[config.mk]
export PLATFORM = sky130hd
export DESIGN_NAME = wishbone_nn_master_flat
export DESIGN_NICKNAME = d
export VERILOG_FILES = /design/src/rtl/wishbone_nn_pkg.sv /design/src/rtl/wishbone_nn_master_if.sv /design/src/rtl/wb_timeout_ctr.sv /design/src/rtl/wishbone_nn_master.sv /design/src/flat_wrapper.sv
export SDC_FILE = /design/constraint.sdc
export NUM_CORES = 1
export LEC_CHECK = 0
export CAP_MARGIN = 20
export CORE_MARGIN = 2
export CORE_UTILIZATION = 35
export CTS_BUF_LIST = sky130_fd_sc_hd__clkbuf_4 sky130_fd_sc_hd__clkbuf_8
export CTS_CLUSTER_DIAMETER = 80
export DETAILED_ROUTE_END_ITERATION = 16
export PLACE_DENSITY = 0.7
export SLEW_MARGIN = 20
export SYNTH_ARGS = -nofsm -noshare
export SYNTH_HDL_FRONTEND = slang
export SYNTH_HIERARCHICAL = 1
export SYNTH_SLANG_ARGS = --single-unit
[constraint.sdc]
create_clock -name wb_clk_i -period 1.7 [get_ports wb_clk_i]
set_input_delay 0.17 -clock wb_clk_i [delete_from_list [all_inputs] [get_ports wb_clk_i]]
set_output_delay 0.17 -clock wb_clk_i [all_outputs]
set_load 0.01 [all_outputs]
[src/rtl/wishbone_nn_pkg.sv]
// Shared definitions for the wishbone_nn master: FSM encoding, width defaults
// and the default NN responder addresses.
package wishbone_nn_pkg;

    localparam int ADDR_W_DEF         = 32;
    localparam int DATA_W_DEF         = 32;
    localparam int TIMEOUT_CYCLES_DEF = 16;

    localparam logic [31:0] NN_IO_ADDR   = 32'h3000_0000;
    localparam logic [31:0] NN_PROG_ADDR = 32'h3000_0001;

    typedef enum logic [1:0] {
        ST_IDLE = 2'd0,
        ST_BUS  = 2'd1,
        ST_RESP = 2'd2
    } wbm_state_t;

endpackage

[src/rtl/wishbone_nn_master_if.sv]
// Wishbone B4 classic bus bundle between the wishbone_nn master and a responder.
interface wishbone_nn_master_if #(
    parameter int ADDR_W = 32,
    parameter int DATA_W = 32
) ();
    logic                  wbm_cyc_o;
    logic                  wbm_stb_o;
    logic                  wbm_we_o;
    logic [DATA_W/8-1:0]   wbm_sel_o;
    logic [ADDR_W-1:0]     wbm_adr_o;
    logic [DATA_W-1:0]     wbm_dat_o;
    logic [DATA_W-1:0]     wbm_dat_i;
    logic                  wbm_ack_i;

    modport master (
        output wbm_cyc_o, wbm_stb_o, wbm_we_o, wbm_sel_o, wbm_adr_o, wbm_dat_o,
        input  wbm_dat_i, wbm_ack_i
    );

    modport slave (
        input  wbm_cyc_o, wbm_stb_o, wbm_we_o, wbm_sel_o, wbm_adr_o, wbm_dat_o,
        output wbm_dat_i, wbm_ack_i
    );
endinterface

[src/rtl/wb_timeout_ctr.sv]
// Bus-cycle watchdog: counts BUS cycles without ack and flags the terminal count.
module wb_timeout_ctr #(
    parameter int TIMEOUT_CYCLES = 16
) (
    input  logic i_clk,
    input  logic i_rst_n,
    input  logic i_clear,
    input  logic i_enable,
    output logic o_expired
);
    localparam int CW = $clog2(TIMEOUT_CYCLES) + 1;

    logic [CW-1:0] r_cnt;

    always_ff @(posedge i_clk or negedge i_rst_n) begin
        if (!i_rst_n) begin
            r_cnt <= '0;
        end else if (i_clear) begin
            r_cnt <= '0;
        end else if (i_enable) begin
            r_cnt <= r_cnt + 1'b1;
        end
    end

    assign o_expired = (r_cnt == CW'(TIMEOUT_CYCLES - 1));
endmodule

[src/rtl/wishbone_nn_master.sv]
// Wishbone classic single-transfer initiator with cmd/rsp valid-ready ports.
// Optional bus watchdog enabled by defining WB_MASTER_TIMEOUT_EN.
module wishbone_nn_master
    import wishbone_nn_pkg::*;
#(
    parameter int ADDR_W         = ADDR_W_DEF,
    parameter int DATA_W         = DATA_W_DEF,
    parameter int TIMEOUT_CYCLES = TIMEOUT_CYCLES_DEF
) (
    input  logic                wb_clk_i,
    input  logic                wb_rst_ni,
    input  logic                cmd_valid_i,
    output logic                cmd_ready_o,
    input  logic                cmd_we_i,
    input  logic [ADDR_W-1:0]   cmd_adr_i,
    input  logic [DATA_W-1:0]   cmd_dat_i,
    input  logic [DATA_W/8-1:0] cmd_sel_i,
    output logic                rsp_valid_o,
    input  logic                rsp_ready_i,
    output logic [DATA_W-1:0]   rsp_dat_o,
    output logic                rsp_err_o,
    wishbone_nn_master_if.master wbm
);
    wbm_state_t          r_state;
    logic                r_cyc;
    logic                r_stb;
    logic                r_we;
    logic [DATA_W/8-1:0] r_sel;
    logic [ADDR_W-1:0]   r_adr;
    logic [DATA_W-1:0]   r_dat;
    logic                r_rsp_valid;
    logic [DATA_W-1:0]   r_rsp_dat;
    logic                r_rsp_err;

    logic w_accept;
    logic w_ack;
    logic w_timeout;

    assign cmd_ready_o = (r_state == ST_IDLE) && wb_rst_ni;
    assign w_accept    = cmd_valid_i && cmd_ready_o;
    assign w_ack       = (r_state == ST_BUS) && wbm.wbm_ack_i;

`ifdef WB_MASTER_TIMEOUT_EN
    logic w_expired;

    wb_timeout_ctr #(
        .TIMEOUT_CYCLES(TIMEOUT_CYCLES)
    ) u_timeout_ctr (
        .i_clk     (wb_clk_i),
        .i_rst_n   (wb_rst_ni),
        .i_clear   (w_accept),
        .i_enable  ((r_state == ST_BUS) && !wbm.wbm_ack_i),
        .o_expired (w_expired)
    );

    // An ack on the terminal cycle takes priority over the abort.
    assign w_timeout = (r_state == ST_BUS) && w_expired && !wbm.wbm_ack_i;
`else
    // No watchdog: TIMEOUT_CYCLES is only referenced to keep the parameter list uniform.
    assign w_timeout = 1'b0 && (TIMEOUT_CYCLES > 0);
`endif

    always_ff @(posedge wb_clk_i or negedge wb_rst_ni) begin
        if (!wb_rst_ni) begin
            r_state     <= ST_IDLE;
            r_cyc       <= 1'b0;
            r_stb       <= 1'b0;
            r_we        <= 1'b0;
            r_sel       <= '0;
            r_adr       <= '0;
            r_dat       <= '0;
            r_rsp_valid <= 1'b0;
            r_rsp_dat   <= '0;
            r_rsp_err   <= 1'b0;
        end else begin
            case (r_state)
                ST_IDLE: begin
                    if (w_accept) begin
                        r_we    <= cmd_we_i;
                        r_adr   <= cmd_adr_i;
                        r_dat   <= cmd_dat_i;
                        r_sel   <= cmd_sel_i;
                        r_cyc   <= 1'b1;
                        r_stb   <= 1'b1;
                        r_state <= ST_BUS;
                    end
                end
                ST_BUS: begin
                    if (w_ack) begin
                        r_cyc       <= 1'b0;
                        r_stb       <= 1'b0;
                        r_we        <= 1'b0;
                        r_rsp_dat   <= r_we ? '0 : wbm.wbm_dat_i;
                        r_rsp_err   <= 1'b0;
                        r_rsp_valid <= 1'b1;
                        r_state     <= ST_RESP;
                    end else if (w_timeout) begin
                        r_cyc       <= 1'b0;
                        r_stb       <= 1'b0;
                        r_we        <= 1'b0;
                        r_rsp_dat   <= '0;
                        r_rsp_err   <= 1'b1;
                        r_rsp_valid <= 1'b1;
                        r_state     <= ST_RESP;
                    end
                end
                ST_RESP: begin
                    if (rsp_ready_i) begin
                        r_rsp_valid <= 1'b0;
                        r_state     <= ST_IDLE;
                    end
                end
                default: r_state <= ST_IDLE;
            endcase
        end
    end

    assign wbm.wbm_cyc_o = r_cyc;
    assign wbm.wbm_stb_o = r_stb;
    assign wbm.wbm_we_o  = r_we;
    assign wbm.wbm_sel_o = r_sel;
    assign wbm.wbm_adr_o = r_adr;
    assign wbm.wbm_dat_o = r_dat;
    assign rsp_valid_o   = r_rsp_valid;
    assign rsp_dat_o     = r_rsp_dat;
    assign rsp_err_o     = r_rsp_err;
endmodule

[src/flat_wrapper.sv]
// flat-port wrapper written by rule: the top's interface ports become plain ports
module wishbone_nn_master_flat import wishbone_nn_pkg::*;
#(
    parameter int ADDR_W         = ADDR_W_DEF,
    parameter int DATA_W         = DATA_W_DEF,
    parameter int TIMEOUT_CYCLES = TIMEOUT_CYCLES_DEF
)
  (wb_clk_i, wb_rst_ni, cmd_valid_i, cmd_ready_o, cmd_we_i, cmd_adr_i, cmd_dat_i, cmd_sel_i, rsp_valid_o, rsp_ready_i, rsp_dat_o, rsp_err_o, wbm_wbm_cyc_o, wbm_wbm_stb_o, wbm_wbm_we_o, wbm_wbm_sel_o, wbm_wbm_adr_o, wbm_wbm_dat_o, wbm_wbm_dat_i, wbm_wbm_ack_i);
  wishbone_nn_master_if #(.ADDR_W(ADDR_W), .DATA_W(DATA_W)) wbm_i ();
  input  logic wb_clk_i;
  input  logic wb_rst_ni;
  input  logic cmd_valid_i;
  output logic cmd_ready_o;
  input  logic cmd_we_i;
  input  logic [ADDR_W-1:0] cmd_adr_i;
  input  logic [DATA_W-1:0] cmd_dat_i;
  input  logic [DATA_W/8-1:0] cmd_sel_i;
  output logic rsp_valid_o;
  input  logic rsp_ready_i;
  output logic [DATA_W-1:0] rsp_dat_o;
  output logic rsp_err_o;
  output wire logic [$bits(wbm_i.wbm_cyc_o)-1:0] wbm_wbm_cyc_o;
  output wire logic [$bits(wbm_i.wbm_stb_o)-1:0] wbm_wbm_stb_o;
  output wire logic [$bits(wbm_i.wbm_we_o)-1:0] wbm_wbm_we_o;
  output wire logic [$bits(wbm_i.wbm_sel_o)-1:0] wbm_wbm_sel_o;
  output wire logic [$bits(wbm_i.wbm_adr_o)-1:0] wbm_wbm_adr_o;
  output wire logic [$bits(wbm_i.wbm_dat_o)-1:0] wbm_wbm_dat_o;
  input wire logic [$bits(wbm_i.wbm_dat_i)-1:0] wbm_wbm_dat_i;
  input wire logic [$bits(wbm_i.wbm_ack_i)-1:0] wbm_wbm_ack_i;
  assign wbm_wbm_cyc_o = wbm_i.wbm_cyc_o;
  assign wbm_wbm_stb_o = wbm_i.wbm_stb_o;
  assign wbm_wbm_we_o = wbm_i.wbm_we_o;
  assign wbm_wbm_sel_o = wbm_i.wbm_sel_o;
  assign wbm_wbm_adr_o = wbm_i.wbm_adr_o;
  assign wbm_wbm_dat_o = wbm_i.wbm_dat_o;
  assign wbm_i.wbm_dat_i = wbm_wbm_dat_i;
  assign wbm_i.wbm_ack_i = wbm_wbm_ack_i;
  wishbone_nn_master #(.ADDR_W(ADDR_W), .DATA_W(DATA_W), .TIMEOUT_CYCLES(TIMEOUT_CYCLES)) u_core (.wb_clk_i(wb_clk_i), .wb_rst_ni(wb_rst_ni), .cmd_valid_i(cmd_valid_i), .cmd_ready_o(cmd_ready_o), .cmd_we_i(cmd_we_i), .cmd_adr_i(cmd_adr_i), .cmd_dat_i(cmd_dat_i), .cmd_sel_i(cmd_sel_i), .rsp_valid_o(rsp_valid_o), .rsp_ready_i(rsp_ready_i), .rsp_dat_o(rsp_dat_o), .rsp_err_o(rsp_err_o), .wbm(wbm_i));
endmodule
---- Word-level counts from Yosys, hierarchy flattened ----
Index checks and enable logic that the tools add are counted.
storage, ports and cells
  register bits ........................... 105
  input port bits ......................... 106
  word-level logic and storage cells ...... 37
operators by class
  equal/unequal tests ..................... 5
  multiplexer cells ....................... 13
  reductions and logical operators ........ 11
operators with widths
  operator                                              count
  2-to-1 mux 32 bit                                     1
  AND reduction 3 bit                                   3
  2-to-1 mux 2 bit                                      3
  case mux 1 bit (2 select lines)                       3
  case mux 2 bit (3 select lines)                       1
  2-to-1 mux 1 bit                                      5
  != test 2 x 1 -> 1 bit (second input constant)        2
  AND reduction 2 bit                                   2
  nonzero test 2 bit                                    2
  logical AND 1 bit                                     3
  equality test 2 x 1 -> 1 bit (second input constant)  1
  equality test 2 bit (second input constant)           1
  logical NOT 2 bit                                     1
  != test 2 bit (second input constant)                 1

---- Depth between registers and ports, before layout ----
Gate-level depths: netlist of run 1.
  depth in word-level cells ............... 5
  depth in mapped cells ................... 5

---- Least setup slack after synthesis of run 1 ----
OpenSTA, ideal clock, no wires.
  kind .................................... reg-to-reg
  start ................................... register u_core.r_state[0]
  end ..................................... register u_core.r_adr[0] (netlist: u_core/wbm.wbm_adr_o[0])
  setup time .............................. 125 ps
  data arrival time ....................... 1393 ps
  required time ........................... 1575 ps
  setup slack ............................. 182 ps
  cell stages (with the launch flop) ...... 5
  cells stage by stage .................... dfrtp_1 nor4bb_2 buf_6 buf_12 mux2_4
between the ends
  word-level cells in the longest chain between the ends .. 4
RTL lines
  element                          line                                                source
  from (decl)                      wishbone_nn_master.sv:24                            wbm_state_t r_state;
  from (signal assigned)           wishbone_nn_master.sv:65                            r_state <= ST_IDLE;
  from (signal assigned)           wishbone_nn_master.sv:85                            r_state <= ST_BUS;
  from (signal assigned)           wishbone_nn_master.sv:96                            r_state <= ST_RESP;
  logical NOT 2 bit *              wishbone_nn_master.sv:39, wishbone_nn_master.sv:76
  logical AND 1 bit                wishbone_nn_master.sv:39                            assign cmd_ready_o = (r_state == ST_IDLE) && wb_rst_ni;
  logical AND 1 bit                wishbone_nn_master.sv:40                            assign w_accept = cmd_valid_i && cmd_ready_o;
  AND reduction 2 bit (no line) *  n/a
  to (signal assigned)             wishbone_nn_master.sv:80                            r_adr <= cmd_adr_i;
  to (decl)                        wishbone_nn_master.sv:29                            logic [ADDR_W-1:0] r_adr;
Mark *: on every way between the ends. The rest lies on a longest branch, timed or not.
A chain may end at the register's enable or synchronous reset.

---- Final worst setup path of run 1 ----
  start ................................... input wb_rst_ni
  end ..................................... register u_core.r_adr[16] (netlist: u_core/wbm.wbm_adr_o[16])
between the ends
  word-level cells in the longest chain between the ends .. 3
RTL lines
  element                        line                      source
  from (decl)                    flat_wrapper.sv:11        input logic wb_rst_ni;
  logical AND 1 bit              wishbone_nn_master.sv:39
  logical AND 1 bit              wishbone_nn_master.sv:40
  AND reduction 2 bit (no line)  n/a
Every way passes these cells.

==> results.json, run 1 <==
{
  "cap_violations": 0,
  "reg2reg_to": "u_core/wbm.wbm_adr_o[16]",
  "hold_slack_ns": 0.338,
  "fp.dieH_um": 116,
  "drc": 0,
  "synth_top_area_share_pct": 59.4,
  "r2r_setup_slack_ns": 0.13,
  "setup.worst_path.start_class": "input pin",
  "vias_per_cell": 4.33,
  "wl_per_cell_um": 15.4,
  "yosysMostFrequentCell": "dfrtp_1",
  "r2r-start": "u_core/r_state[0]",
  "syn-num-nets": 411,
  "pre_cts_ws_ns": -0.00352,
  "ir_worst_vdd_uv": 789,
  "ys_top_cells_by_count": "dfrtp_1, mux2_4, nand2_1, o21ai_0, nand2b_1",
  "fin_nets": 633,
  "numClockSinks": 105,
  "hold_path_class": "input pin to flop",
  "wl_met1_mm": 4.49,
  "tightest_slew_ns": 0.560,
  "hpwl_mm": 7.96,
  "area_growth_pct": 58.1,
  "chipWidth_um": 116,
  "synth_area_leader_cell": "dfrtp_1",
  "end_kind": "flop",
  "p_leak_uw": 0.00306,
  "worstHoldStart": "wbm_wbm_dat_i[18]",
  "diodes": 0,
  "dieArea_um2": 13600,
  "htree_levels": 3,
  "netlist_instances": 305,
  "io_buffers": 210,
  "grt.overflow.total": 0,
  "ys_top_cells_by_area": "dfrtp_1, mux2_4, nand2b_1, o21ai_0, buf_12",
  "drtIter0Drc": 151,
  "max_freq_mhz": 617,
  "hold_path_depth": 3,
  "stdcell_count": 704,
  "drive_gt1_share_pct": 20.3,
  "clock-root-buffer": "clkbuf_8",
  "via_count": 3050,
  "ys_warn_count": 6,
  "dr_wl_met3_um": 942,
  "fin_crit_sh_pct": 95.3,
  "ant_nets": 0,
  "antenna_found_initial": 0,
  "firstDrtPassIters": 4,
  "cts_tree": "done",
  "setup_slack_ns": 0.0798,
  "fillers": 1063,
  "ys_seq_area_share_pct": 59.4,
  "routed-wl-met2_mm": 5.21,
  "grt_usage_pct": 16.4,
  "status": "finished, final reports clean",
  "initial_utilization_pct": 35.5,
  "netlist_area_um2": 4430,
  "placed_cells": 687,
  "grt_pass1_wl_mm": 16.8,
  "gp_congestion": 0.756,
  "io_pins": 212,
  "clkSlewWorstSetupHoldPaths_ns": 0.10,
  "avgSynthCellArea_um2": 14.5,
  "cts_inserted_buffers": 9,
  "p_per_area_nw_per_um2": 1480,
  "path_class": "input pin to flop",
  "rsz0062_at_grt": "false",
  "min_to": "u_core/rsp_dat_o[18]",
  "crit_fanout": 15,
  "top_layer": "met4",
  "cp.arrival_ns": 1.90,
  "wirelength_mm": 10.8,
  "slew_headroom_pct": 62.7,
  "async_reset_ff_share_pct": 100,
  "clockBufferDepth": 2,
  "slew_viol_final": 0,
  "fin_skew_ns": 0.00822,
  "clk_latency_ns": 0.38,
  "postCtsSetupRepairBufs": 0,
  "grt_pass1_vias": 3330,
  "finalHoldViolations": 0,
  "coreArea_um2": 12500,
  "cp.required_ns": 1.98,
  "r2r_cells": 4,
  "setup_viol": 0,
  "fp-row-count": 41,
  "period_minus_slack_ns": 1.62,
  "ys_ff_latch": 105,
  "synth_edf_count": 0,
  "synth_top_flop_cell": "dfrtp_1",
  "synth.distinct_cells": 21,
  "grt_max_degree": 68
}
layout by cell type, fill, tap and decap left out, types with 7 or more instances in the layout:
| cell type | n |
|---|---|
| clkdlybuf4s50_1 | 208 |
| nand2_1 | 35 |
| o21ai_0 | 33 |
| mux2_4 | 66 |
| dfrtp_1 | 105 |
| nand2b_1 | 32 |
| clkbuf_8 | 10 |
| buf_12 | 7 |
| buf_4 | 13 |
worst max path at each step:
stage,startpoint,endpoint,slack [ns],depth (start not counted)
final,wb_rst_ni,u_core/wbm.wbm_adr_o[16],0.08,6
after global routing,wb_rst_ni,u_core/wbm.wbm_dat_o[19],0.06,6
after CTS,u_core/r_state[0],cmd_ready_o,0.002,3
after detailed placement,cmd_valid_i,u_core/wbm.wbm_sel_o[2],-0.004,5
after global placement,cmd_valid_i,u_core/wbm.wbm_adr_o[26],0.02,5
after floorplan,u_core/r_state[0],u_core/wbm.wbm_adr_o[0],0.18,4
stage by stage:
stage	setup TNS (ns)	cell area, um2	utilization (%)	total power [uW]
after floorplan	0	4430	-	6090
after global placement	0	6780	54.4	8730
after detailed placement	-0.00386	6780	54.4	8820
after CTS	0	7000	56.1	10500
after global routing	0	7000	56.1	11000
final	0	7000	56.1	10400
registers in the layout, indices dropped and copies added (netlist names):
signal	count
u_core/rsp_dat_o	32
u_core/wbm.wbm_adr_o	32
u_core/r_state	2
u_core/wbm.wbm_dat_o	32
u_core/wbm.wbm_stb_o	1
u_core/wbm.wbm_we_o	1
u_core/rsp_valid_o	1
u_core/wbm.wbm_sel_o	4
final cells by class:
type	instances	area [um2]	share of cell area (%)
tap	172	215	3.08
inverter	1	3.75	0.0536
sequential	105	2630	37.6
multi-input combinational	179	1600	22.8
timing repair buffer	231	2350	33.5
clock inverter	5	63.8	0.912
clock buffer	11	145	2.07
routing by layer:
| metal | vias to the layer above | global-route usage (%) |
|---|---|---|
| li1 | 1458 | - |
| met1 | 1449 | 19.5 |
| met2 | 129 | 26.7 |
| met3 | 14 | 6.43 |
| met4 | 0 | 6.51 |
| met5 | - | 0 |
worst max-delay path, cell delays in order:
cell and delay (ns):
dlygate4sd3_1 0.54, buf_4 0.15, nor4bb_4 0.34, buf_12 0.21
buf_12 0.17, mux2_4 0.31
what timing repair did:
item,in CTS,in global routing
endpoints found under the hold margin,47,0
resized for setup,2,3
pin swaps,0,0
cloned,0,0
setup endpoints to repair,1,42
hold buffers,1,0
power by group:
group          switching, uW  total [uW]  internal [uW]  leakage, uW
Combinational           1630        4660           3030      0.00168
Clock                    861        1610            748     0.000104
Sequential               584        4080           3500      0.00127
kinds of logic (layout without fill, tap and decap cells):
logic type	Yosys count	after routing	synth area share, %
flip-flops	105	105	59.4
buffers and inverters	21	248	4.80
multiplexers	68	68	22.9
AND/OR/NAND/NOR	72	72	8.37
AO/OA/AOI/OAI	38	38	4.49
other	1	1	0.0847
Power figures use the tool's default switching activity.
==> run 2: changes to the inputs <==
--- a/config.mk
+++ b/config.mk
@@ -6,7 +6,6 @@
 export NUM_CORES = 1
 export LEC_CHECK = 0
 export CAP_MARGIN = 20
-export CORE_MARGIN = 2
 export CORE_UTILIZATION = 35
 export CTS_BUF_LIST = sky130_fd_sc_hd__clkbuf_4 sky130_fd_sc_hd__clkbuf_8
 export CTS_CLUSTER_DIAMETER = 80
==> constraint.sdc (replaced) <==
create_clock -name wb_clk_i -period 1.7 [get_ports wb_clk_i]
set_input_delay 0.34 -clock wb_clk_i [delete_from_list [all_inputs] [get_ports wb_clk_i]]
set_output_delay 0.34 -clock wb_clk_i [all_outputs]
set_load 0.01 [all_outputs]
==> results.json, run 2 (synthesis gave the netlist of run 1 again) <==
{
  "mostFrequentLayoutCell": "clkdlybuf4s50_1",
  "path_cells": "clkdlybuf4s50_1",
  "fin_area_um2": 6930,
  "via_count": 3067,
  "worst_path_max_delay_cell": "clkdlybuf4s50_1",
  "fin_setup_tns_ns": 0,
  "placed_cells": 680,
  "vias_per_cell": 4.42,
  "stdcell_count": 694,
  "r2r-start": "u_core/r_state[0]",
  "crit_fanout": 2,
  "firstDrtPassIters": 4,
  "wl_per_cell_um": 15.7,
  "slew_viol_final": 0,
  "cts_tree": "done",
  "fp-row-count": 40,
  "io_buffers": 210,
  "drtIter0Drc": 97,
  "p_per_area_nw_per_um2": 1460,
  "initial_utilization_pct": 36.4,
  "cp.buffers_inverters": 1,
  "drive_gt1_share_pct": 19.6,
  "slowest_delay_ns": 0.58,
  "cp.required_ns": 1.36,
  "diodes": 0,
  "path_class": "flop to output port",
  "clkSlewWorstSetupHoldPaths_ns": 0.08,
  "area_growth_pct": 56.5,
  "status": "finished, final reports clean",
  "clk_latency_ns": 0.36,
  "clockBufferDepth": 2,
  "p_leak_uw": 0.00304,
  "finalHoldViolations": 0,
  "chipWidth_um": 114,
  "hold_slack_ns": 0.0601,
  "dieArea_um2": 13100,
  "drc": 0,
  "setup.worst_path.start_class": "flop",
  "htree_levels": 3,
  "clock-root-buffer": "clkbuf_8",
  "wirelength_mm": 10.9,
  "grt.overflow.total": 0,
  "worstSetupEndpoint": "wbm_wbm_adr_o[12]",
  "hpwl_mm": 8.20,
  "grt_max_degree": 62,
  "coreArea_um2": 12200,
  "numClockSinks": 105,
  "cts_inserted_buffers": 9,
  "tightest_slew_ns": 0.764,
  "grt_usage_pct": 17.0,
  "rsz0062_at_grt": "false",
  "fin_skew_ns": 0.00397,
  "r2r_setup_slack_ns": 0.10,
  "setup_slack_ns": 0.0568,
  "crit_family": "buffers and inverters",
  "r2r_cells": 4,
  "pre_cts_ws_ns": -0.183,
  "fp.dieH_um": 114,
  "cp.depth": 1,
  "setup_viol": 0,
  "end_kind": "output port",
  "io_pins": 212,
  "final_cell_mix": "clkdlybuf4s50_1, dfrtp_1, mux2_4, nand2_1, o21ai_0",
  "grt_pass1_wl_mm": 17.0,
  "max_freq_mhz": 609,
  "crit_start": "u_core/wbm.wbm_adr_o[12]",
  "detailed_place.area_um2": 6740,
  "reg2reg_to": "u_core/wbm.wbm_adr_o[20]",
  "fin_nets": 630,
  "grt_pass1_vias": 3279,
  "slew_headroom_pct": 49.1,
  "gp_congestion": 0.736,
  "hold_path_class": "input pin to async pin",
  "antenna_found_initial": 0,
  "fin_crit_sh_pct": 96.7,
  "ant_nets": 0,
  "cap_violations": 0,
  "cp.arrival_ns": 1.30,
  "period_minus_slack_ns": 1.64,
  "ir_worst_vdd_uv": 605
}
==> run 2: cell types whose count changed in the layout (fill, tap and decap cells not counted), moves of 2 or more <==
cell | before | now
clkinv_4 | 2 | 0
dlygate4sd2_1 | 0 | 2
clkdlybuf4s50_1 | 208 | 205
clkbuf_8 | 10 | 12
==> run 2: power breakdown <==
group          internal (uW)  switching, uW
sequential              3500            580
clock                    647            773
combinational           3000           1630
==> run 2: layout make-up <==
class                      instances  area [um2]
clock buffer                      13         173
fill                            1031        5230
inverter                           1        3.75
multi-input combinational        179        1600
sequential                       105        2630
tap                              168         210
timing repair buffer             228        2310
==> run 2: worst min-delay path by stage <==
stage / start / to / slack (ns) / cells past startpoint
CTS: wb_rst_ni / u_core/wbm.wbm_we_o / 0.07 / 2
floorplan: wb_rst_ni / u_core/r_state[0] / 0.04 / 0
global route: wb_rst_ni / u_core/wbm.wbm_we_o / 0.09 / 2
global placement: wb_rst_ni / u_core/rsp_dat_o[1] / 0.30 / 2
finish: wb_rst_ni / u_core/wbm.wbm_we_o / 0.06 / 2
detailed placement: wb_rst_ni / u_core/rsp_dat_o[1] / 0.31 / 2
==> run 2: metrics by stage <==
stage                     total power (uW)  utilization (%)
final                                10100             57.0
after global routing                 10700             57.0
after CTS                            10300             56.9
after detailed placement              8810             55.4
after global placement                8690             55.4
after floorplan                       6090                -
==> run 2: per-layer routing <==
| metal | vias to the layer above | global-route usage, % | routed length, um |
|---|---|---|---|
| met5 | - | 0 | 0 |
| met4 | 0 | 6.23 | 150 |
| met3 | 14 | 5.29 | 846 |
| met2 | 124 | 29.3 | 5370 |
| met1 | 1478 | 20.0 | 4560 |
| li1 | 1451 | - | - |
==> run 2: what timing repair did <==
item | in CTS | in global routing
endpoints found under the setup margin | 3 | 1
hold endpoints to repair | 7 | 0
hold buffers | 1 | 0
gates resized for setup | 7 | 1
setup buffers | 0 | 0
